--- config.mk ---
export PLATFORM = sky130hd
export DESIGN_NAME = hdlc_tx_framer
export DESIGN_NICKNAME = d
export VERILOG_FILES = /design/src/rtl/hdlc_pkg.sv /design/src/rtl/hdlc_zero_inserter.sv /design/src/rtl/hdlc_tx_framer.sv
export SDC_FILE = /design/constraint.sdc
export NUM_CORES = 1
export LEC_CHECK = 0
export CELL_PAD_IN_SITES_DETAIL_PLACEMENT = 0
export CELL_PAD_IN_SITES_GLOBAL_PLACEMENT = 1
export CORE_MARGIN = 2
export CORE_UTILIZATION = 43
export DETAILED_ROUTE_END_ITERATION = 6
export DONT_BUFFER_PORTS = 1
export PLACE_DENSITY = 0.72
export SYNTH_ARGS = -nofsm -noshare
export SYNTH_HDL_FRONTEND = slang
export SYNTH_SLANG_ARGS = --single-unit
--- constraint.sdc ---
create_clock -name Clk -period 1.6 [get_ports Clk]
set_input_delay 0.32 -clock Clk [delete_from_list [all_inputs] [get_ports Clk]]
set_output_delay 0.32 -clock Clk [all_outputs]
set_load 0.02 [all_outputs]
--- src/rtl/hdlc_pkg.sv ---
// Shared constants and state encoding for the HDLC transmit path.
package hdlc_pkg;

    localparam int BYTE_W = 8;

    localparam logic [BYTE_W-1:0] FLAG_PATTERN  = 8'h7E;
    // Sent LSB first: a single 0 followed by seven 1s.
    localparam logic [BYTE_W-1:0] ABORT_PATTERN = 8'hFE;

    localparam logic [2:0] ST_IDLE       = 3'd0;
    localparam logic [2:0] ST_START_FLAG = 3'd1;
    localparam logic [2:0] ST_DATA       = 3'd2;
    localparam logic [2:0] ST_END_FLAG   = 3'd3;
    localparam logic [2:0] ST_ABORT      = 3'd4;

    typedef enum logic [2:0] {
        IDLE       = ST_IDLE,
        START_FLAG = ST_START_FLAG,
        DATA       = ST_DATA,
        END_FLAG   = ST_END_FLAG,
        ABORT      = ST_ABORT
    } tx_state_t;

endpackage

--- src/rtl/hdlc_zero_inserter.sv ---
// Counts consecutive payload 1s and asks the shifter to hold for one cycle
// while a stuffed 0 goes out. Only active while payload is on the line.
module hdlc_zero_inserter #(
    parameter int ONES_RUN = 5
) (
    input  logic Clk,
    input  logic Rst,
    input  logic Enable,
    input  logic DataBit,
    output logic Hold,
    output logic HoldNext
);

    localparam int CNT_W = $clog2(ONES_RUN + 1);

    logic [CNT_W-1:0] onesCntReg;
    logic             emitted;

    assign Hold     = Enable && (onesCntReg == CNT_W'(ONES_RUN));
    assign emitted  = DataBit && !Hold;
    // Tells the framer that the bit going out now will force a stuffed 0 next.
    assign HoldNext = Enable && emitted && (onesCntReg == CNT_W'(ONES_RUN - 1));

    always_ff @(posedge Clk or negedge Rst) begin
        if (!Rst) begin
            onesCntReg <= '0;
        end else if (!Enable || !emitted) begin
            onesCntReg <= '0;
        end else begin
            onesCntReg <= onesCntReg + CNT_W'(1);
        end
    end

endmodule

--- src/rtl/hdlc_tx_framer.sv ---
// HDLC transmit framer: pulls bytes from the Tx buffer, wraps them in flags,
// stuffs zeros, and handles abort/underrun; one line bit per Clk.
module hdlc_tx_framer #(
    parameter int MAX_FRAME_BYTES = 128,
    parameter int ONES_RUN        = 5
) (
    input  logic       Clk,
    input  logic       Rst,
    input  logic       Tx_Start,
    input  logic [7:0] Tx_Data,
    input  logic       Tx_DataAvail,
    input  logic       Tx_LastByte,
    input  logic       Tx_AbortFrame,
    output logic       Tx_RdBuff,
    output logic       Tx,
    output logic       Tx_ValidFrame,
    output logic       Tx_AbortedTrans,
    output logic       Tx_Done,
    output logic       Tx_Busy
);

    import hdlc_pkg::*;

    localparam int CNT_W = $clog2(MAX_FRAME_BYTES + 1);

    tx_state_t         stateReg;
    logic [2:0]        bitCntReg;
    logic [BYTE_W-1:0] shiftReg;
    logic              lastReg;
    logic              endPendReg;
    logic              doneReg;
    logic              abortedReg;
    logic [CNT_W-1:0]  byteCntReg;

    logic hold;
    logic holdNext;
    logic inData;
    logic byteEnd;
    logic canPop;
    logic startOk;
    logic popData;
    logic txBit;

    hdlc_zero_inserter #(
        .ONES_RUN (ONES_RUN)
    ) zeroInserter (
        .Clk      (Clk),
        .Rst      (Rst),
        .Enable   (inData),
        .DataBit  (shiftReg[0]),
        .Hold     (hold),
        .HoldNext (holdNext)
    );

    assign inData  = (stateReg == DATA);
    assign byteEnd = inData && !hold && (bitCntReg == 3'd7);
    assign canPop  = Tx_DataAvail && (byteCntReg < CNT_W'(MAX_FRAME_BYTES));
    assign startOk = Rst && (stateReg == IDLE) && Tx_Start && Tx_DataAvail;
    // An abort request wins over fetching the next byte.
    assign popData = byteEnd && !lastReg && canPop && !Tx_AbortFrame;

    always_comb begin
        txBit = 1'b1;
        case (stateReg)
            START_FLAG, END_FLAG: txBit = FLAG_PATTERN[bitCntReg];
            DATA:                 txBit = hold ? 1'b0 : shiftReg[0];
            ABORT:                txBit = ABORT_PATTERN[bitCntReg];
            default:              txBit = 1'b1;
        endcase
    end

    always_ff @(posedge Clk or negedge Rst) begin
        if (!Rst) begin
            stateReg   <= IDLE;
            bitCntReg  <= '0;
            shiftReg   <= '0;
            lastReg    <= 1'b0;
            endPendReg <= 1'b0;
            doneReg    <= 1'b0;
            abortedReg <= 1'b0;
            byteCntReg <= '0;
        end else begin
            doneReg    <= 1'b0;
            abortedReg <= 1'b0;
            case (stateReg)
                IDLE: begin
                    if (startOk) begin
                        shiftReg   <= Tx_Data;
                        lastReg    <= Tx_LastByte;
                        byteCntReg <= CNT_W'(1);
                        bitCntReg  <= '0;
                        endPendReg <= 1'b0;
                        stateReg   <= START_FLAG;
                    end
                end
                START_FLAG: begin
                    if (Tx_AbortFrame) begin
                        stateReg  <= ABORT;
                        bitCntReg <= '0;
                    end else begin
                        bitCntReg <= bitCntReg + 3'd1;
                        if (bitCntReg == 3'd7) begin
                            stateReg <= DATA;
                        end
                    end
                end
                DATA: begin
                    if (Tx_AbortFrame) begin
                        stateReg  <= ABORT;
                        bitCntReg <= '0;
                    end else if (hold) begin
                        // Stuffed 0 on the line; the last byte may be waiting on it.
                        if (endPendReg) begin
                            stateReg   <= END_FLAG;
                            bitCntReg  <= '0;
                            endPendReg <= 1'b0;
                        end
                    end else if (bitCntReg == 3'd7) begin
                        if (lastReg) begin
                            if (holdNext) begin
                                endPendReg <= 1'b1;
                            end else begin
                                stateReg  <= END_FLAG;
                                bitCntReg <= '0;
                            end
                        end else if (canPop) begin
                            shiftReg   <= Tx_Data;
                            lastReg    <= Tx_LastByte;
                            byteCntReg <= byteCntReg + CNT_W'(1);
                            bitCntReg  <= '0;
                        end else begin
                            // Buffer ran dry or the frame is too long.
                            stateReg  <= ABORT;
                            bitCntReg <= '0;
                        end
                    end else begin
                        shiftReg  <= shiftReg >> 1;
                        bitCntReg <= bitCntReg + 3'd1;
                    end
                end
                END_FLAG: begin
                    bitCntReg <= bitCntReg + 3'd1;
                    if (bitCntReg == 3'd7) begin
                        stateReg <= IDLE;
                        doneReg  <= 1'b1;
                    end
                end
                ABORT: begin
                    bitCntReg <= bitCntReg + 3'd1;
                    if (bitCntReg == 3'd7) begin
                        stateReg   <= IDLE;
                        abortedReg <= 1'b1;
                    end
                end
                default: begin
                    stateReg  <= IDLE;
                    bitCntReg <= '0;
                end
            endcase
        end
    end

    assign Tx              = txBit;
    assign Tx_RdBuff       = startOk || popData;
    assign Tx_ValidFrame   = inData;
    assign Tx_Busy         = (stateReg != IDLE);
    assign Tx_Done         = doneReg;
    assign Tx_AbortedTrans = abortedReg;

endmodule

**Word-level counts from Yosys, hierarchy flattened**

Memory sizes are Yosys's and may differ from the RTL's.
Cells that the tools add are included.

- Word-level logic and storage cells: 129
- Memories: 2
- Output and inout bits: 6
- Input port bits: 14
- Memory bits (read-only): 16
- Bits in writable memories: 0
- Bits in registers: 29
- Latch bits: 0

Memories:

| name | depth | bits a word | read ports | clocked after Yosys merged registers in | wr ports | line | RTL |
|---|---|---|---|---|---|---|---|
| (no name shown) | 8 | 1 | 1 | 0 | 0 | hdlc_tx_framer.sv:67 | `ABORT: txBit = ABORT_PATTERN[bitCntReg];` |
| (no name shown) | 8 | 1 | 1 | 0 | 0 | hdlc_tx_framer.sv:65 | `START_FLAG, END_FLAG: txBit = FLAG_PATTERN[bitCntReg];` |

- Bitwise gates (word level): 0
- Equality and inequality tests: 25
- Divide/modulo/power cells: 0
- Order comparisons: 2
- Reduce and logical (&&, ||, !) cells: 31
- Shifts and indexed selects: 0
- $mul: 0
- Mux-type cells: 57
- Add/subtract/negate cells: 3

Operator list:

| operator | count |
|---|---|
| 8-bit two-way mux | 12 |
| 3-bit two-way mux | 20 |
| 8-bit one-hot mux with 2 select lines | 2 |
| 3-bit one-hot mux with 4 select lines | 2 |
| 1-bit two-way mux | 18 |
| 3-bit != test (second input constant) | 5 |
| 7-bit AND reduction | 2 |
| 1-bit logical AND | 13 |
| 3-bit equality test (second input constant) | 4 |
| 6-bit AND reduction | 2 |
| 5-bit != test (second input constant) | 2 |
| 8-bit by 1-bit adder with 8-bit output (second input constant) | 1 |
| 8-bit less-than comparator (second input constant) | 1 |
| 2-bit != test (second input constant) | 4 |
| 3-bit by 1-bit adder with 3-bit output (second input constant) | 2 |
| 3-bit by 2-bit equality test with 1-bit output (second input constant) | 2 |
| 2-bit by 1-bit != test with 1-bit output (second input constant) | 3 |
| 6-bit != test (second input constant) | 1 |
| 1-bit zero test | 5 |
| 5-bit AND reduction | 1 |
| 3-bit by 4-bit less-than comparator with 1-bit output (second input constant) | 1 |
| 4-bit by 3-bit != test with 1-bit output (second input constant) | 1 |
| 4-bit != test (second input constant) | 1 |
| 1-bit one-hot mux with 2 select lines | 2 |
| other kinds (9) | 11 |

**Logic depth before layout (Yosys ltp)**

Gate-level depths: netlist of run 1.

- Word-level depth: 12
- Depth in mapped cells: 9
- Mapped depth without buffers: 7

**Modules after synthesis**

Synthesis of run 1 repeated with hierarchy kept, for this count alone.

- Cell total of the unflattened synthesis: 180
- Area, all modules: 1744.2 um^2

Modules (own cells, without submodules):

| module | cells an instance | sequential area each (um^2) | area an instance (um^2) | instances |
|---|---|---|---|---|
| hdlc_tx_framer | 162 | 650.6 | 1562.7 | 1 |
| hdlc_zero_inserter | 18 | 75.1 | 181.4 | 1 |

**Least setup slack after synthesis of run 1**

OpenSTA, ideal clock, no wires.

- Kind: register -> output
- Start: register stateReg[0]
- End: output Tx
- Data required time: 1.280 ns
- Setup slack: -0.364 ns
- Buffers on the path: 1
- Arrival: 1.644 ns
- Stages on the path, launching flop included: 7
- Cells stage by stage: dfrtp_1 -> buf_2 -> inv_1 -> nand3_1 -> a31oi_1 -> nor3b_1 -> o31ai_1

- Word-level cells in the longest chain between the ends: 4
- Elaborated cells on any way between the ends: 8
- Classes of those cells: eq/ne (4); mux (2); reduce/logical (2)

RTL lines:

| what | line | RTL |
|---|---|---|
| from (decl) | hdlc_tx_framer.sv:26 | `tx_state_t stateReg;` |
| from (signal assigned) | hdlc_tx_framer.sv:74 | `stateReg <= IDLE;` |
| from (signal assigned) | hdlc_tx_framer.sv:93 | `stateReg <= START_FLAG;` |
| from (signal assigned) | hdlc_tx_framer.sv:98 | `stateReg <= ABORT;` |
| 3-bit by 2-bit equality test with 1-bit output | hdlc_tx_framer.sv:55, hdlc_tx_framer.sv:64 |  |
| 1-bit logical AND | hdlc_zero_inserter.sv:19 | `assign Hold = Enable && (onesCntReg == CNT_W'(ONES_RUN));` |
| 1-bit two-way mux | hdlc_tx_framer.sv:66 | `DATA: txBit = hold ? 1'b0 : shiftReg[0];` |
| 1-bit one-hot mux with 3 select lines (*) | hdlc_tx_framer.sv:64 | `case (stateReg)` |
| to (decl) | hdlc_tx_framer.sv:15 | `output logic Tx,` |

Every way passes the cells marked *; elsewhere a longest branch is shown, timed or not.

**Worst setup path after layout of run 1**

- Start: register stateReg[2]
- End: output Tx_RdBuff

- Word-level cells in the longest chain between the ends: 9
- Elaborated cells on any way between the ends: 13
- Classes of those cells: eq/ne (1); reduce/logical (12)

RTL lines:

| what | line | RTL |
|---|---|---|
| 3-bit by 2-bit equality test with 1-bit output | hdlc_tx_framer.sv:55 | `assign inData = (stateReg == DATA);` |
| 1-bit logical AND | hdlc_zero_inserter.sv:19 |  |
| 1-bit zero test | hdlc_tx_framer.sv:56 | `assign byteEnd = inData && !hold && (bitCntReg == 3'd7);` |
| 1-bit logical AND (2 in series) | hdlc_tx_framer.sv:56 |  |
| 1-bit logical AND (3 in series) | hdlc_tx_framer.sv:60 | `assign popData = byteEnd && !lastReg && canPop && !Tx_AbortFrame;` |
| 1-bit logical OR (*) | hdlc_tx_framer.sv:164 | `assign Tx_RdBuff = startOk \|\| popData;` |
| to (decl) | hdlc_tx_framer.sv:14 | `output logic Tx_RdBuff,` |

Marked as above.

==> results of run 1 <==
[what timing repair did]
item / in CTS / in global routing
cloned: 1 / 0
setup endpoints to repair: 29 / 31
endpoints found under the hold margin: 29 / 0
pin swaps: 14 / 23
buffers inserted: 21 / 3
gates resized for setup: 44 / 26
hold buffers: 2 / 0
[state kept, by name (all words and copies together) (netlist names)]
| register | cells |
|---|---|
| byteCntReg | 8 |
| shiftReg | 8 |
| lastReg | 1 |
| zeroInserter.onesCntReg | 3 |
| endPendReg | 1 |
| stateReg | 3 |
| Tx_AbortedTrans | 1 |
| bitCntReg | 3 |
| Tx_Done | 1 |
[worst register-to-register path, stage by stage (launching register included)]
cell	delay, ns
dfrtp_1	0.42
buf_4	0.15
or4b_4	0.55
o32ai_4	0.24
inv_2	0.07
o211ai_4	0.10
mux2_4	0.32
[synth_stat cells (2+ instances only)]
master / number / area, um2
a21oi_1: 6 / 30.03
a31oi_1: 4 / 25.02
and3_1: 4 / 25.02
buf_2: 5 / 25.02
buf_6: 2 / 22.52
dfrtp_1: 29 / 725.7
ha_1: 7 / 87.58
inv_1: 10 / 37.54
mux2i_1: 7 / 70.07
nand2_1: 15 / 56.30
nand2b_1: 2 / 12.51
nand3_1: 4 / 20.02
nand4_1: 4 / 25.02
nor2_1: 18 / 67.56
nor2_4: 2 / 22.52
nor2b_1: 3 / 18.77
nor3_1: 2 / 10.01
nor3b_1: 2 / 15.01
o21ai_0: 10 / 50.05
o21ai_1: 6 / 30.03
o21ai_2: 3 / 26.28
xnor2_1: 2 / 17.52
xor2_1: 4 / 35.03
[cells by family (layout without fill, tap and decap cells)]
group | count (synthesis) | in the layout
flops | 29 | 29
simple gates | 65 | 65
fa+ha+maj | 7 | 7
buf+inv | 18 | 69
compound gates | 40 | 41
mux | 8 | 8
xor+xnor | 6 | 6
[routing by layer]
metal | GRT usage, % | wire [um]
met1 | 26.81 | 1903
met2 | 44.63 | 2508
met3 | 5.111 | 137
met4 | 9.694 | 78
met5 | 0 | 0
[cell type report]
cell class	count	area, um2	share of cell area, %
Clock buffer	6	72.57	2.893
Clock inverter	2	10.01	0.3990
Inverter	11	45.04	1.796
Multi-Input combinational cell	127	1131	45.09
Sequential cell	29	726.9	28.98
Tap cell	48	60.06	2.394
Timing Repair Buffer	50	462.9	18.45
[stage by stage]
step	setup WS, ns	setup TNS [ns]	hold WS (ns)	area [um2]
finish	-0.4174	-4.987	0.1668	2509
floorplan	-0.1202	-0.7715	0.02441	1732
global placement	-0.1277	-1.229	0.02496	1926
detailed placement	-0.1665	-2.123	0.02478	1926
CTS	-0.3662	-2.948	0.1800	2401
global route	-0.4665	-7.000	0.1739	2509
[power by group through the flow]
stage / clock network [uW] / registers (uW) / logic, uW
4_1_cts: 585 / 1070 / 2170
3_5_place_dp: 0 / 1080 / 1490
3_3_place_gp: 0 / 1060 / 1440
6_report: 578 / 1100 / 2390
2_1_floorplan: 0 / 1040 / 1070
5_1_grt: 623 / 1120 / 2570
[worst max path at each step]
stage	depth (start not counted)	end	slack [ns]
floorplan	6	Tx_RdBuff	-0.12
global placement	5	stateReg[1]$_DFFE_PN0P_	-0.13
detailed placement	5	stateReg[1]$_DFFE_PN0P_	-0.17
CTS	7	Tx	-0.37
global route	5	Tx_RdBuff	-0.47
finish	5	Tx_RdBuff	-0.42
==> impl_metrics.csv, run 1 <==
group,metric,value,unit
status,status,"complete, but fails checks",
status,violations,"setup timing",
layout,fin_cells,273,
cts,clockBufferDepth,2,
power_and_ir_drop,power_density,1623,nW/um2
worst_hold_path,hold-path-endpoint,"lastReg$_DFFE_PN0P_",
sta,tightest_slew,0.3318,ns
global_routing,grtUsageTotal,24.24,%
synth,syn_area,1670,um2
power_and_ir_drop,swShare,39.09,%
critical_path,criticalPathCategory,"flip-flop to output pin",
floorplanning,io_pins,20,
critical_path,cpMaxStageDelayCell,"dfrtp_1",
sta,skew,0.005107,ns
floorplanning,rows,22,
layout,drive_gt1_share,49.78,%
synth,syn_nets,194,
drt,first_pass_iters,4,
sta,slew-limit-headroom,77.80,%
critical_path,r2r-end,"stateReg[1]$_DFFE_PN0P_",
cts,cts_made_buffers,5,
synth,synth-simple-area-share,21.12,%
layout,final_nets,245,
critical_path,cp-startpoint,"stateReg[2]$_DFFE_PN0P_",
sta,fin_crit,2.017,ns
synth,yosys_warnings,0,
sta,drv_slew,0,
critical_path,critical_path.top_delay_family,"simple AND/OR/NAND/NOR gates",
power_and_ir_drop,combPwrFrac,58.7,%
critical_path,critPathMostFrequentCell,"buf_6",
drt,viasPerCell,5.436,
critical_path,rr_worst_depth,6,
critical_path,r2r_setup_slack,-0.36,ns
critical_path,worst_setup_path_end_kind,"output pin",
worst_hold_path,min_path_cells,2,
global_routing,grt_max_degree,30,
cts,clock_latency,0.28,ns
power_and_ir_drop,clockPowerShare,14.2,%
synth,yosysSeqAreaShare,43.45,%
critical_path,arrival,1.70,ns
floorplanning,core_area,3689,um2
drt,ant_nets,0,
cts,cts_sinks,29,
synth,synth_top_family_by_area,"simple AND/OR/NAND/NOR gates",
placement,dp.cells,241,
sta,rsz0062_at_grt,"yes",
synth,ys_ff_latch,29,
placement,io_buffers,0,
sta,fin_ws,-0.4174,ns
drt,wl,4627,um
synth,synth_ff_type,"dfrtp_1",
drt,drc,0,
cts,cts-root-buf,"clkbuf_8",
layout,area_delta_synth_final,50.19,%
critical_path,startpoint_type,"flip-flop",
global_routing,grt_first_pass_wirelength,7872,um
critical_path,rr_startpoint,"stateReg[2]$_DFFE_PN0P_",
job,maxCapViolations,0,
critical_path,path_buf_inv,2,
global_routing,antenna_found_initial,0,
synth,synth_fa_ha_area_share,5.243,%
cts,clk_pin_slew,0.06,ns
power_and_ir_drop,power_frac_seq,27.1,%
placement,gp_congestion,0.8188,
sta,setup_viol,28,
power_and_ir_drop,finalPower,4071,uW
cts,cts_max_level,2,
synth,synthMuxAreaShare,5.094,%
synth,synthArstFlopShare,100.0,%
layout,fillers,297,
floorplanning,start_util,45.28,%
power_and_ir_drop,switchingPower,1591,uW
power_and_ir_drop,power_leakage,0.001095,uW
sta,hold_viol,0,
floorplanning,die-area,4399,um2
power_and_ir_drop,vdd_ir_drop_max,0.9446,mV
sta,clock.fmax,0.4957,GHz
synth,synth-xor-area-share,3.146,%
cts,cts_tree,"yes",
synth,synth-compound-area-share,16.63,%
layout,final_cell_mix,"buf_4, dfrtp_1, nor2_1, buf_6, o21ai_1",
global_routing,grt_overflow,0,
sta,min_period_over_period,126.1,%
critical_path,critPathMaxStageDelay,0.42,ns
drt,drtIter0Drc,70,
layout,diodes,0,
power_and_ir_drop,internal_power,2479,uW
critical_path,crit_chain,"buf_6 -> buf_6 -> nor4b_4 -> and4_4 -> or2_4",
floorplanning,fp.dieW,66.33,um
critical_path,required,1.28,ns
synth,synthDistinctLibCells,45,
global_routing,grt_pass1_vias,1633,
synth,synth_edf_count,0,
worst_hold_path,holdCritPathClass,"primary input to flip-flop",
synth,synth.avg_cell_area,9.655,um2
synth,synthCells,173,
layout,final_common_cell,"buf_4",
drt,vias,1484,
placement,post-dp-hpwl,2763,um
layout,fin_util,68.01,%
drt,drt-wirelength-per-cell,16.95,um
worst_hold_path,hp-start,"Tx_LastByte",
critical_path,path_max_fanout,4,
floorplanning,die_y,66.33,um
Power figures use the tool's default switching activity.
==> inputs of run 2 (changes only) <==
Settings changed: CAP_MARGIN set to 10, CORE_UTILIZATION 43 to 48, PLACE_DENSITY 0.72 to 0.76.
Clock period 1.6 ns to 2 ns, I/O delays scaled along.
==> impl_metrics.csv, run 2 (same netlist as run 1, synthesis figures left out) <==
group,metric,value,unit
power_and_ir_drop,vdd_ir_drop_max,0.5592,mV
sta,skew,0.004929,ns
critical_path,worst_setup_path_end_kind,"output pin",
sta,fin_crit,2.144,ns
critical_path,startpoint_type,"flip-flop",
global_routing,antenna_found_initial,0,
worst_hold_path,holdCritPathClass,"primary input to flip-flop",
job,maxCapViolations,0,
global_routing,grtUsageTotal,19.13,%
critical_path,r2r_setup_slack,0.11,ns
cts,cts_sinks,29,
placement,gp_congestion,0.8342,
global_routing,grt_pass1_vias,1307,
sta,setup_viol,2,
drt,viasPerCell,5.353,
critical_path,cp-startpoint,"bitCntReg[0]$_DFFE_PN0P_",
global_routing,grt_max_degree,30,
critical_path,arrival,1.74,ns
cts,clockBufferDepth,2,
drt,drtIter0Drc,118,
sta,rsz0062_at_grt,"yes",
drt,ant_nets,0,
worst_hold_path,hp-start,"Tx_LastByte",
floorplanning,rows,21,
placement,io_buffers,0,
layout,final_common_cell,"dfrtp_1",
floorplanning,start_util,50.06,%
drt,drc,0,
placement,dpl_cell_area,1760,um2
sta,min_period_over_period,107.2,%
global_routing,grt_first_pass_wirelength,6009,um
sta,setup_tns,-0.2376,ns
floorplanning,die-area,3968,um2
power_and_ir_drop,power_leakage,0.0008237,uW
critical_path,criticalPathCategory,"flip-flop to output pin",
layout,design_area,1866,um2
power_and_ir_drop,finalPower,2234,uW
drt,vias,1242,
sta,tightest_slew,0.3671,ns
drt,drt-wirelength-per-cell,14.16,um
worst_hold_path,min_path_cells,2,
layout,final_nets,207,
sta,slew-limit-headroom,75.41,%
layout,final_cell_mix,"dfrtp_1, nor2_1, nand2_1",
critical_path,rr_startpoint,"zeroInserter.onesCntReg[1]$_DFF_PN0_",
global_routing,grt_overflow,0,
power_and_ir_drop,power_density,1197,nW/um2
cts,clock_latency,0.32,ns
floorplanning,fp.dieW,62.99,um
cts,cts_tree,"yes",
sta,clock.fmax,0.4665,GHz
critical_path,required,1.60,ns
placement,dp.cells,222,
layout,fin_cells,232,
sta,fin_ws,-0.1435,ns
drt,wl,3284,um
layout,drive_gt1_share,20.43,%
layout,area_delta_synth_final,11.69,%
floorplanning,io_pins,20,
floorplanning,die_y,62.99,um
cts,clk_pin_slew,0.09,ns
cts,cts_made_buffers,5,
critical_path,path_max_fanout,3,
drt,first_pass_iters,4,
sta,hold_viol,0,
cts,cts_max_level,2,
status,status,"complete, but fails checks",
sta,drv_slew,0,
worst_hold_path,hold-path-endpoint,"lastReg$_DFFE_PN0P_",
cts,cts-root-buf,"clkbuf_4",
layout,diodes,0,
status,violations,"setup timing",
placement,dpl_worst_slack,0.1121,ns
critical_path,r2r-end,"stateReg[1]$_DFFE_PN0P_",
layout,reg.largest.list,"byteCntReg: 8 flops, shiftReg: 8 flops",
critical_path,rr_worst_depth,7,
floorplanning,core_area,3337,um2
placement,post-dp-hpwl,2377,um
==> run 2: cell type report <==
cell class | count | area [um2]
clock buffers | 7 | 55.05
fillers | 323 | 1471
inverters | 11 | 41.29
multi-input cells | 126 | 870.8
flip-flops and latches | 29 | 728.2
well taps | 46 | 57.56
repair buffers | 13 | 112.6
==> run 2: critical path, cell delays in order, from the launching register on <==
cell,delay [ns]
dfrtp_1,0.38
inv_1,0.06
ha_2,0.15
nor2b_1,0.12
a31oi_1,0.21
nor3b_2,0.08
o31ai_2,0.25
buf_4,0.18
==> run 2: report_power, final <==
group          internal [uW]  switching [uW]
logic                    447             537
clock network            166             197
registers                738             150
total                   1350             883
==> run 2: repair_timing <==
item	4_1_cts	5_1_grt
gates resized for setup	3	3
hold buffers	2	0
hold endpoints to repair	29	0
setup endpoints to repair	2	5
pin swaps	1	3
setup buffers	1	0
==> run 2: worst max path at each step <==
stage | endpoint | slack [ns] | cells past startpoint
2_1_floorplan | Tx_RdBuff | 0.08 | 6
3_3_place_gp | stateReg[1]$_DFFE_PN0P_ | 0.14 | 7
3_5_place_dp | stateReg[1]$_DFFE_PN0P_ | 0.11 | 5
4_1_cts | Tx | -0.14 | 7
5_1_grt | Tx | -0.26 | 7
6_report | Tx | -0.14 | 7
==> run 2: stage by stage <==
step	util [%]	hold slack (ns)
finish	55.91	0.2152
global route	55.91	0.2403
CTS	55.64	0.2092
detailed placement	52.76	0.1052
global placement	52.76	0.1051
floorplan	-	0.1044
==> run 2: routing by layer <==
layer / wire, um / global-route usage, %
met5: 0 / 0
met4: 43 / 6.667
met3: 132 / 5.045
met2: 1585 / 31.38
met1: 1523 / 24.25
